===== src/rtl/vga_sync_gen.sv =====
// vga_sync_gen -- VGA raster timing generator.
//
// Counts pixel ticks into a horizontal/vertical raster position. From that
// position it decodes the sync pulses, the active-video flag, the pixel
// coordinates and a frame-start strobe. All counting is gated by i_en, which
// is a one-clk pixel tick from the enable generator. Every output is
// combinational decode of the two counters (plus i_en for o_frame_start), so
// the outputs describe the pixel presented in the current tick window.
//
// Optional build macro VGA_SYNC_FRAME_CNT_EN adds an 8-bit free-running
// frame counter output (o_frame_cnt).
//
// Ports:
//   clk            system clock
//   i_rst          asynchronous active-high reset (raster -> (0,0))
//   i_en           pixel tick, one clk wide
//   o_hsync        horizontal sync, active low
//   o_vsync        vertical sync, active low
//   o_active       high inside the visible area
//   o_x / o_y      pixel column / row, 0 outside the visible area
//   o_frame_start  one-clk pulse on the tick presenting pixel (0,0)
//   o_frame_cnt    (VGA_SYNC_FRAME_CNT_EN only) frame counter, wraps 255->0
module vga_sync_gen #(
  parameter int H_ACTIVE = 640,
  parameter int H_FP     = 16,
  parameter int H_SYNC   = 96,
  parameter int H_BP     = 48,
  parameter int V_ACTIVE = 480,
  parameter int V_FP     = 10,
  parameter int V_SYNC   = 2,
  parameter int V_BP     = 33,
  parameter int HW       = 10,
  parameter int VW       = 10
) (
  input  logic          clk,
  input  logic          i_rst,
  input  logic          i_en,
  output logic          o_hsync,
  output logic          o_vsync,
  output logic          o_active,
  output logic [HW-1:0] o_x,
  output logic [VW-1:0] o_y,
  output logic          o_frame_start
`ifdef VGA_SYNC_FRAME_CNT_EN
 ,output logic [7:0]    o_frame_cnt
`endif
);

  localparam int H_TOTAL = H_ACTIVE + H_FP + H_SYNC + H_BP;
  localparam int V_TOTAL = V_ACTIVE + V_FP + V_SYNC + V_BP;

  localparam logic [HW-1:0] H_LAST   = HW'(H_TOTAL - 1);
  localparam logic [VW-1:0] V_LAST   = VW'(V_TOTAL - 1);
  localparam logic [HW-1:0] H_VIS    = HW'(H_ACTIVE);
  localparam logic [VW-1:0] V_VIS    = VW'(V_ACTIVE);
  localparam logic [HW-1:0] HS_FIRST = HW'(H_ACTIVE + H_FP);
  localparam logic [HW-1:0] HS_LAST  = HW'(H_ACTIVE + H_FP + H_SYNC - 1);
  localparam logic [VW-1:0] VS_FIRST = VW'(V_ACTIVE + V_FP);
  localparam logic [VW-1:0] VS_LAST  = VW'(V_ACTIVE + V_FP + V_SYNC - 1);

  logic [HW-1:0] h_cnt;
  logic [VW-1:0] v_cnt;
  logic          line_end;
  logic          frame_end;

  assign line_end  = (h_cnt == H_LAST);
  assign frame_end = line_end && (v_cnt == V_LAST);

  // Raster position. The vertical counter only moves on the line-wrap tick,
  // so vsync naturally spans whole lines.
  always_ff @(posedge clk or posedge i_rst) begin
    if (i_rst) begin
      h_cnt <= '0;
      v_cnt <= '0;
    end else if (i_en) begin
      if (line_end) begin
        h_cnt <= '0;
        v_cnt <= (v_cnt == V_LAST) ? '0 : v_cnt + 1'b1;
      end else begin
        h_cnt <= h_cnt + 1'b1;
      end
    end
  end

  // Output decode. Coordinates are forced to 0 in blanking so the colour
  // stage can index memory with them without extra masking.
  always_comb begin
    o_hsync       = !((h_cnt >= HS_FIRST) && (h_cnt <= HS_LAST));
    o_vsync       = !((v_cnt >= VS_FIRST) && (v_cnt <= VS_LAST));
    o_active      = (h_cnt < H_VIS) && (v_cnt < V_VIS);
    o_x           = o_active ? h_cnt : '0;
    o_y           = o_active ? v_cnt : '0;
    o_frame_start = i_en && (h_cnt == '0) && (v_cnt == '0);
  end

`ifdef VGA_SYNC_FRAME_CNT_EN
  // Advances on the same edge at which the raster wraps to (0,0).
  always_ff @(posedge clk or posedge i_rst) begin
    if (i_rst)                 o_frame_cnt <= '0;
    else if (i_en && frame_end) o_frame_cnt <= o_frame_cnt + 8'd1;
  end
`else
  // frame_end is only consumed by the frame counter.
  logic unused_frame_end;
  assign unused_frame_end = frame_end;
`endif

endmodule


===== config.mk =====
export PLATFORM = sky130hd
export DESIGN_NAME = vga_sync_gen
export DESIGN_NICKNAME = d
export VERILOG_FILES = /design/src/rtl/vga_sync_gen.sv
export SDC_FILE = /design/constraint.sdc
export NUM_CORES = 1
export LEC_CHECK = 0
export CAP_MARGIN = 20
export CORE_ASPECT_RATIO = 1.75
export CORE_MARGIN = 3
export CORE_UTILIZATION = 43
export CTS_CLUSTER_DIAMETER = 60
export DETAILED_ROUTE_END_ITERATION = 16
export GPL_ROUTABILITY_DRIVEN = 0
export HOLD_SLACK_MARGIN = 0.02
export PLACE_DENSITY = 0.66
export RECOVER_POWER = 100
export SYNTH_ARGS = -nofsm -noshare
export SYNTH_HDL_FRONTEND = slang
export SYNTH_SLANG_ARGS = --single-unit

===== constraint.sdc =====
create_clock -name clk -period 2.8 [get_ports clk]
set_clock_uncertainty 0.2 [all_clocks]
set_input_delay 0.42 -clock clk [delete_from_list [all_inputs] [get_ports clk]]
set_output_delay 0.42 -clock clk [all_outputs]
set_load 0.05 [all_outputs]

# Yosys cells after proc, flatten, opt, wreduce, memory -nomap -nowiden
# Cells that the tools add are included.
[op_classes] addsub=2 order_cmp=6 eq_ne=2 muxes=4 n_reduce_logical=10
[ops] cell="$mux 10" count=4
[ops] cell="$add 10x1->10 const B" count=2
[ops] cell="$eq 10x10->1 const B" count=2
[ops] cell="$logic_not 10->1" count=2
[ops] cell="$ge 10x10->1 const B" count=1
[ops] cell="$ge 10x9->1 const B" count=1
[ops] cell="$le 10x10->1 const B" count=1
[ops] cell="$le 10x9->1 const B" count=1
[ops] cell="$lt 10x10->1 const B" count=1
[ops] cell="$lt 10x9->1 const B" count=1
[ops] cell="$logic_and 1x1->1" count=5
[ops] cell="$logic_not 1->1" count=2
[ops] cell="$reduce_and 2->1" count=1
[word_totals] ff_bits=20 inputBits=3 output_inout_bits=24 wordCells=26

# Depth between registers and ports, before layout
[depth] ltp_word=3 mapped_depth=7 depth_no_buf=6

# Least setup slack after synthesis
# Ideal clock, no wire load.
[synth_timing] path_type="reg-to-output" startpoint="reg v_cnt[5]" endpoint="out o_x[0]" arrival_ps=2291 required_time_ps=2180 setup_slack_ps=-111 stages_incl_launch_ff=4 cell_sequence="dfrtp_1 -> and4_1 -> clkbuf_1 -> nor4_1"
[synth_between] elab_chain_cells=3
[synth_lines] element="start, declared" line="62" source="logic [VW-1:0] v_cnt;"
[synth_lines] element="start signal, assigned" line="78" source="v_cnt <= (v_cnt == V_LAST) ? '0 : v_cnt + 1'b1;"
[synth_lines] element="$lt 10x9->1" line="90" source="o_active = (h_cnt < H_VIS) && (v_cnt < V_VIS);"
[synth_lines] element="$logic_and 1x1->1" line="90"
[synth_lines] element="$mux 10" line="91" source="o_x = o_active ? h_cnt : '0;"
[synth_lines] element="end, declared" line="41" source="output logic [HW-1:0] o_x,"
# No other way between the ends.

# Worst setup path after layout
[layout_timing] startpoint="in i_en" endpoint="out o_frame_start"
[layout_between] elab_chain_cells=2
[layout_lines] element="start, declared" line="37" source="input logic i_en,"
[layout_lines] element="$logic_and 1x1->1 (2 in a row)" line="93" source="o_frame_start = i_en && (h_cnt == '0) && (v_cnt == '0);"
[layout_lines] element="end, declared" line="43" source="output logic o_frame_start"
# No other way between the ends.

==> run_summary.xml <==
<?xml version="1.0" encoding="UTF-8"?>
<metrics>
  <group name="route">
    <metric name="iteration_count_of_the_initial_detailed_routing_pass" unit="">4</metric>
    <metric name="drt_iter0_drc" unit="">34</metric>
    <metric name="routedWlPerCell" unit="microns">14.53</metric>
    <metric name="dr_wl_met3" unit="microns">96</metric>
    <metric name="dr_total_vias" unit="">1162</metric>
    <metric name="ant_nets" unit="">0</metric>
    <metric name="post_drt_via_cell_ratio" unit="">5.507</metric>
    <metric name="wl_met1" unit="microns">1276</metric>
    <metric name="met2WireLength" unit="microns">1634</metric>
    <metric name="maxUsedRoutingLayer" unit="">met4</metric>
    <metric name="wirelength" unit="microns">3065</metric>
    <metric name="remaining_drc_errors" unit="">0</metric>
  </group>
  <group name="global_routing">
    <metric name="grt_remaining_overflow" unit="">0</metric>
    <metric name="grt_use_total" unit="">0.1886</metric>
    <metric name="grt_pass1_wl" unit="microns">5333</metric>
    <metric name="grt_pass1_vias" unit="">1131</metric>
    <metric name="grt_start_max_net_pins" unit="">21</metric>
    <metric name="antenna_found_initial" unit="">0</metric>
  </group>
  <group name="min_path">
    <metric name="worst_hold_path_type" unit="">reg2reg</metric>
    <metric name="min_from" unit="">v_cnt[8]</metric>
  </group>
  <group name="logic_synthesis">
    <metric name="ys_types" unit="">41</metric>
    <metric name="postSynthRegisterBits" unit="">20</metric>
    <metric name="yosysSeqAreaShare" unit="">0.3735</metric>
    <metric name="post_synth_inst_count" unit="">150</metric>
    <metric name="synth_warnings" unit="">0</metric>
    <metric name="synth.avg_cell_area" unit="sq um">8.934</metric>
    <metric name="syn-num-nets" unit="">158</metric>
    <metric name="post_synth_instance_area" unit="sq um">1340</metric>
  </group>
  <group name="floorplanning">
    <metric name="rows" unit="">26</metric>
    <metric name="core_region_area" unit="sq um">2960</metric>
    <metric name="design.portCount" unit="">27</metric>
    <metric name="initial_utilization" unit="">0.4527</metric>
    <metric name="fp.dieH" unit="microns">79.85</metric>
    <metric name="die-width" unit="microns">48.20</metric>
    <metric name="floorplan.die_area" unit="sq um">3849</metric>
  </group>
  <group name="flow_run">
    <metric name="max_cap_violations" unit="">0</metric>
  </group>
  <group name="status">
    <metric name="outcome" unit="">completed</metric>
  </group>
  <group name="final_layout">
    <metric name="area_delta_synth_final" unit="%">28.48</metric>
    <metric name="insertedDiodeCount" unit="">0</metric>
    <metric name="drive_above_1_share" unit="">0.1598</metric>
    <metric name="final_net_count" unit="">179</metric>
  </group>
  <group name="timing">
    <metric name="final_min_period_over_clock_period" unit="">0.9495</metric>
    <metric name="worst_pin_slew" unit="ns">0.8982</metric>
    <metric name="rsz0062_at_grt" unit="">false</metric>
    <metric name="worst_slack_on_hold_paths" unit="ns">0.3280</metric>
    <metric name="final_report_setup_violation_count" unit="">0</metric>
    <metric name="fin_crit" unit="ns">2.659</metric>
    <metric name="max-slew-margin-rel" unit="">0.3928</metric>
    <metric name="setup_ws" unit="ns">0.1414</metric>
    <metric name="final-hold-violation-count" unit="">0</metric>
    <metric name="max_freq" unit="MHz">376.1</metric>
    <metric name="maxSlewViolCount" unit="">0</metric>
  </group>
  <group name="worst_setup_path">
    <metric name="critPathLaunch" unit="">i_en</metric>
    <metric name="worstPathRequired" unit="ns">2.18</metric>
    <metric name="rr_startpoint" unit="">h_cnt[5]</metric>
    <metric name="setup_crit_path_kind" unit="">in2out</metric>
    <metric name="worst_setup_path_start_kind" unit="">input pin</metric>
    <metric name="cp-end-kind" unit="">output port</metric>
    <metric name="cp_data_arrival_time" unit="ns">2.04</metric>
    <metric name="critical_path_peak_fanout" unit="">2</metric>
  </group>
  <group name="clocking">
    <metric name="post_cts_resize_count" unit="">0</metric>
    <metric name="cts_tree" unit="">done</metric>
    <metric name="max-clock-path-buffers" unit="">2</metric>
    <metric name="post_cts_buffers" unit="">0</metric>
    <metric name="clk_sink_count" unit="">20</metric>
    <metric name="holdBufCountCts" unit="">0</metric>
    <metric name="clock_insertion_delay_worst_skew" unit="ns">0.26</metric>
    <metric name="cts_inserted_buffers" unit="">3</metric>
    <metric name="cts_root_buffer" unit="">sky130_fd_sc_hd__clkbuf_8</metric>
    <metric name="clk_pin_slew_worst_paths" unit="ns">0.07</metric>
    <metric name="htree_levels" unit="">1</metric>
  </group>
  <group name="placed_design">
    <metric name="worst_setup_slack_post_dpl" unit="ns">0.2920</metric>
    <metric name="placement.io_buffers" unit="">25</metric>
    <metric name="dp_hpwl" unit="microns">2352</metric>
  </group>
  <group name="power_and_ir_drop">
    <metric name="power-per-cell-area" unit="nW/um^2">558.3</metric>
    <metric name="p_sw_frac" unit="">0.4008</metric>
    <metric name="fin_total_pwr" unit="mW">0.9613</metric>
    <metric name="pwr-share-seq" unit="">0.410</metric>
    <metric name="static-leakage-power" unit="nW">0.7383</metric>
    <metric name="vdd_drop_max" unit="mV">0.7515</metric>
    <metric name="switching_power" unit="mW">0.3853</metric>
    <metric name="share_clk_of_total_power" unit="">0.196</metric>
    <metric name="p_int" unit="mW">0.5760</metric>
    <metric name="power.combinational.fraction" unit="">0.395</metric>
  </group>
</metrics>
-- final cells by class --
cell class / count / area (sq um)
inverter: 7 / 26.28
tap: 42 / 52.55
timing repair buffer: 28 / 370.4
sequential: 20 / 500.5
clock buffer: 3 / 41.29
fill: 257 / 1239
multi-input combinational: 111 / 730.7
-- sequential cells by signal (all words and copies together), names as in the netlist --
register and flops:
v_cnt 10, h_cnt 10
-- metrics by stage --
step	std cells	utilization	setup TNS, ns	area, sq um
after floorplan	150	-	-0.5541	1346
after global placement	208	0.5896	0	1745
after detailed placement	208	0.5896	0	1745
after CTS	211	0.6036	0	1787
after global routing	211	0.5816	0	1722
final	211	0.5816	0	1722
-- cell usage after synthesis (all sizes together) --
cell / instances / area [sq um]
clkbuf: 3 / 11.26
or4b: 1 / 10.01
mux2i: 1 / 10.01
nor3: 5 / 25.02
nor3b: 1 / 7.510
buf: 9 / 58.80
conb: 1 / 3.750
or3: 2 / 12.51
o21ai: 9 / 45.04
a31oi: 1 / 6.260
and2: 15 / 96.34
and4: 2 / 18.77
o21a: 1 / 7.510
o211a: 1 / 10.01
xor2: 7 / 61.31
a21boi: 1 / 7.510
and3: 2 / 13.77
o2111ai: 1 / 8.760
nor4b: 3 / 41.29
dfrtp: 20 / 500.5
nand3: 14 / 70.07
nor2: 4 / 15.01
a41oi: 1 / 8.760
nand2: 9 / 33.78
nor4: 9 / 56.30
a21oi: 4 / 20.02
or2: 1 / 6.260
nor2b: 2 / 12.51
o31ai: 2 / 15.01
xnor2: 2 / 17.52
ha: 5 / 62.56
inv: 7 / 26.28
nand4: 4 / 40.04
-- cells in the final DEF (no fill, tap or decap), types with 3 or more instances in the layout --
cell,count
sky130_fd_sc_hd__ha_1,5
sky130_fd_sc_hd__nor4_1,9
sky130_fd_sc_hd__and2_0,13
sky130_fd_sc_hd__inv_1,7
sky130_fd_sc_hd__nor3_1,4
sky130_fd_sc_hd__buf_12,15
sky130_fd_sc_hd__nand4_1,3
sky130_fd_sc_hd__a21oi_1,4
sky130_fd_sc_hd__clkbuf_1,8
sky130_fd_sc_hd__clkbuf_8,3
sky130_fd_sc_hd__dfrtp_1,20
sky130_fd_sc_hd__nor2_1,4
sky130_fd_sc_hd__nand3_1,14
sky130_fd_sc_hd__nand2_1,9
sky130_fd_sc_hd__xor2_1,7
sky130_fd_sc_hd__nor4b_1,3
sky130_fd_sc_hd__o21ai_0,9
-- worst max-delay path: stages --
cell and delay (ns):
sky130_fd_sc_hd__dlygate4sd3_1 0.54, sky130_fd_sc_hd__or4b_2 0.59, sky130_fd_sc_hd__nor3_1 0.30, sky130_fd_sc_hd__buf_12 0.19
-- power groups by stage --
stage / registers [mW] / clock network (mW) / logic, mW
finish: 0.394 / 0.188 / 0.379
global placement: 0.398 / 0 / 0.415
global route: 0.403 / 0.202 / 0.406
detailed placement: 0.403 / 0 / 0.417
CTS: 0.398 / 0.193 / 0.418
floorplan: 0.368 / 0 / 0.279
-- final timing paths --
path | end | slack (ns) | cells after the start
setup / recovery | o_frame_start | 0.14 | 4
hold / removal | v_cnt[8] | 0.33 | 1
setup reg to reg | v_cnt[8] | 0.30 | 4
hold reg to reg | v_cnt[8] | 0.33 | 1
max in group asynchronous | v_cnt[1] | 1.38 | 2
min in group asynchronous | h_cnt[8] | 0.54 | 2
-- cell families after synthesis --
kind of cell,count (synthesis),synth area share
AOI/OAI and AO/OA,21,0.09618
xor gates and xnor gates,9,0.05883
adders and majority gates,5,0.04669
buffers and inverters,19,0.07189
DFF,20,0.3735
muxes,1,0.007470
other,1,0.002798
and+or+nand+nor,74,0.3427
-- routing by layer --
layer | GRT usage | vias up
met3 | 0.02483 | 5
li1 | - | 568
met5 | 0 | -
met2 | 0.3063 | 32
met1 | 0.2423 | 557
met4 | 0.06739 | 0
No activity file was read; power rests on OpenSTA's default activity.
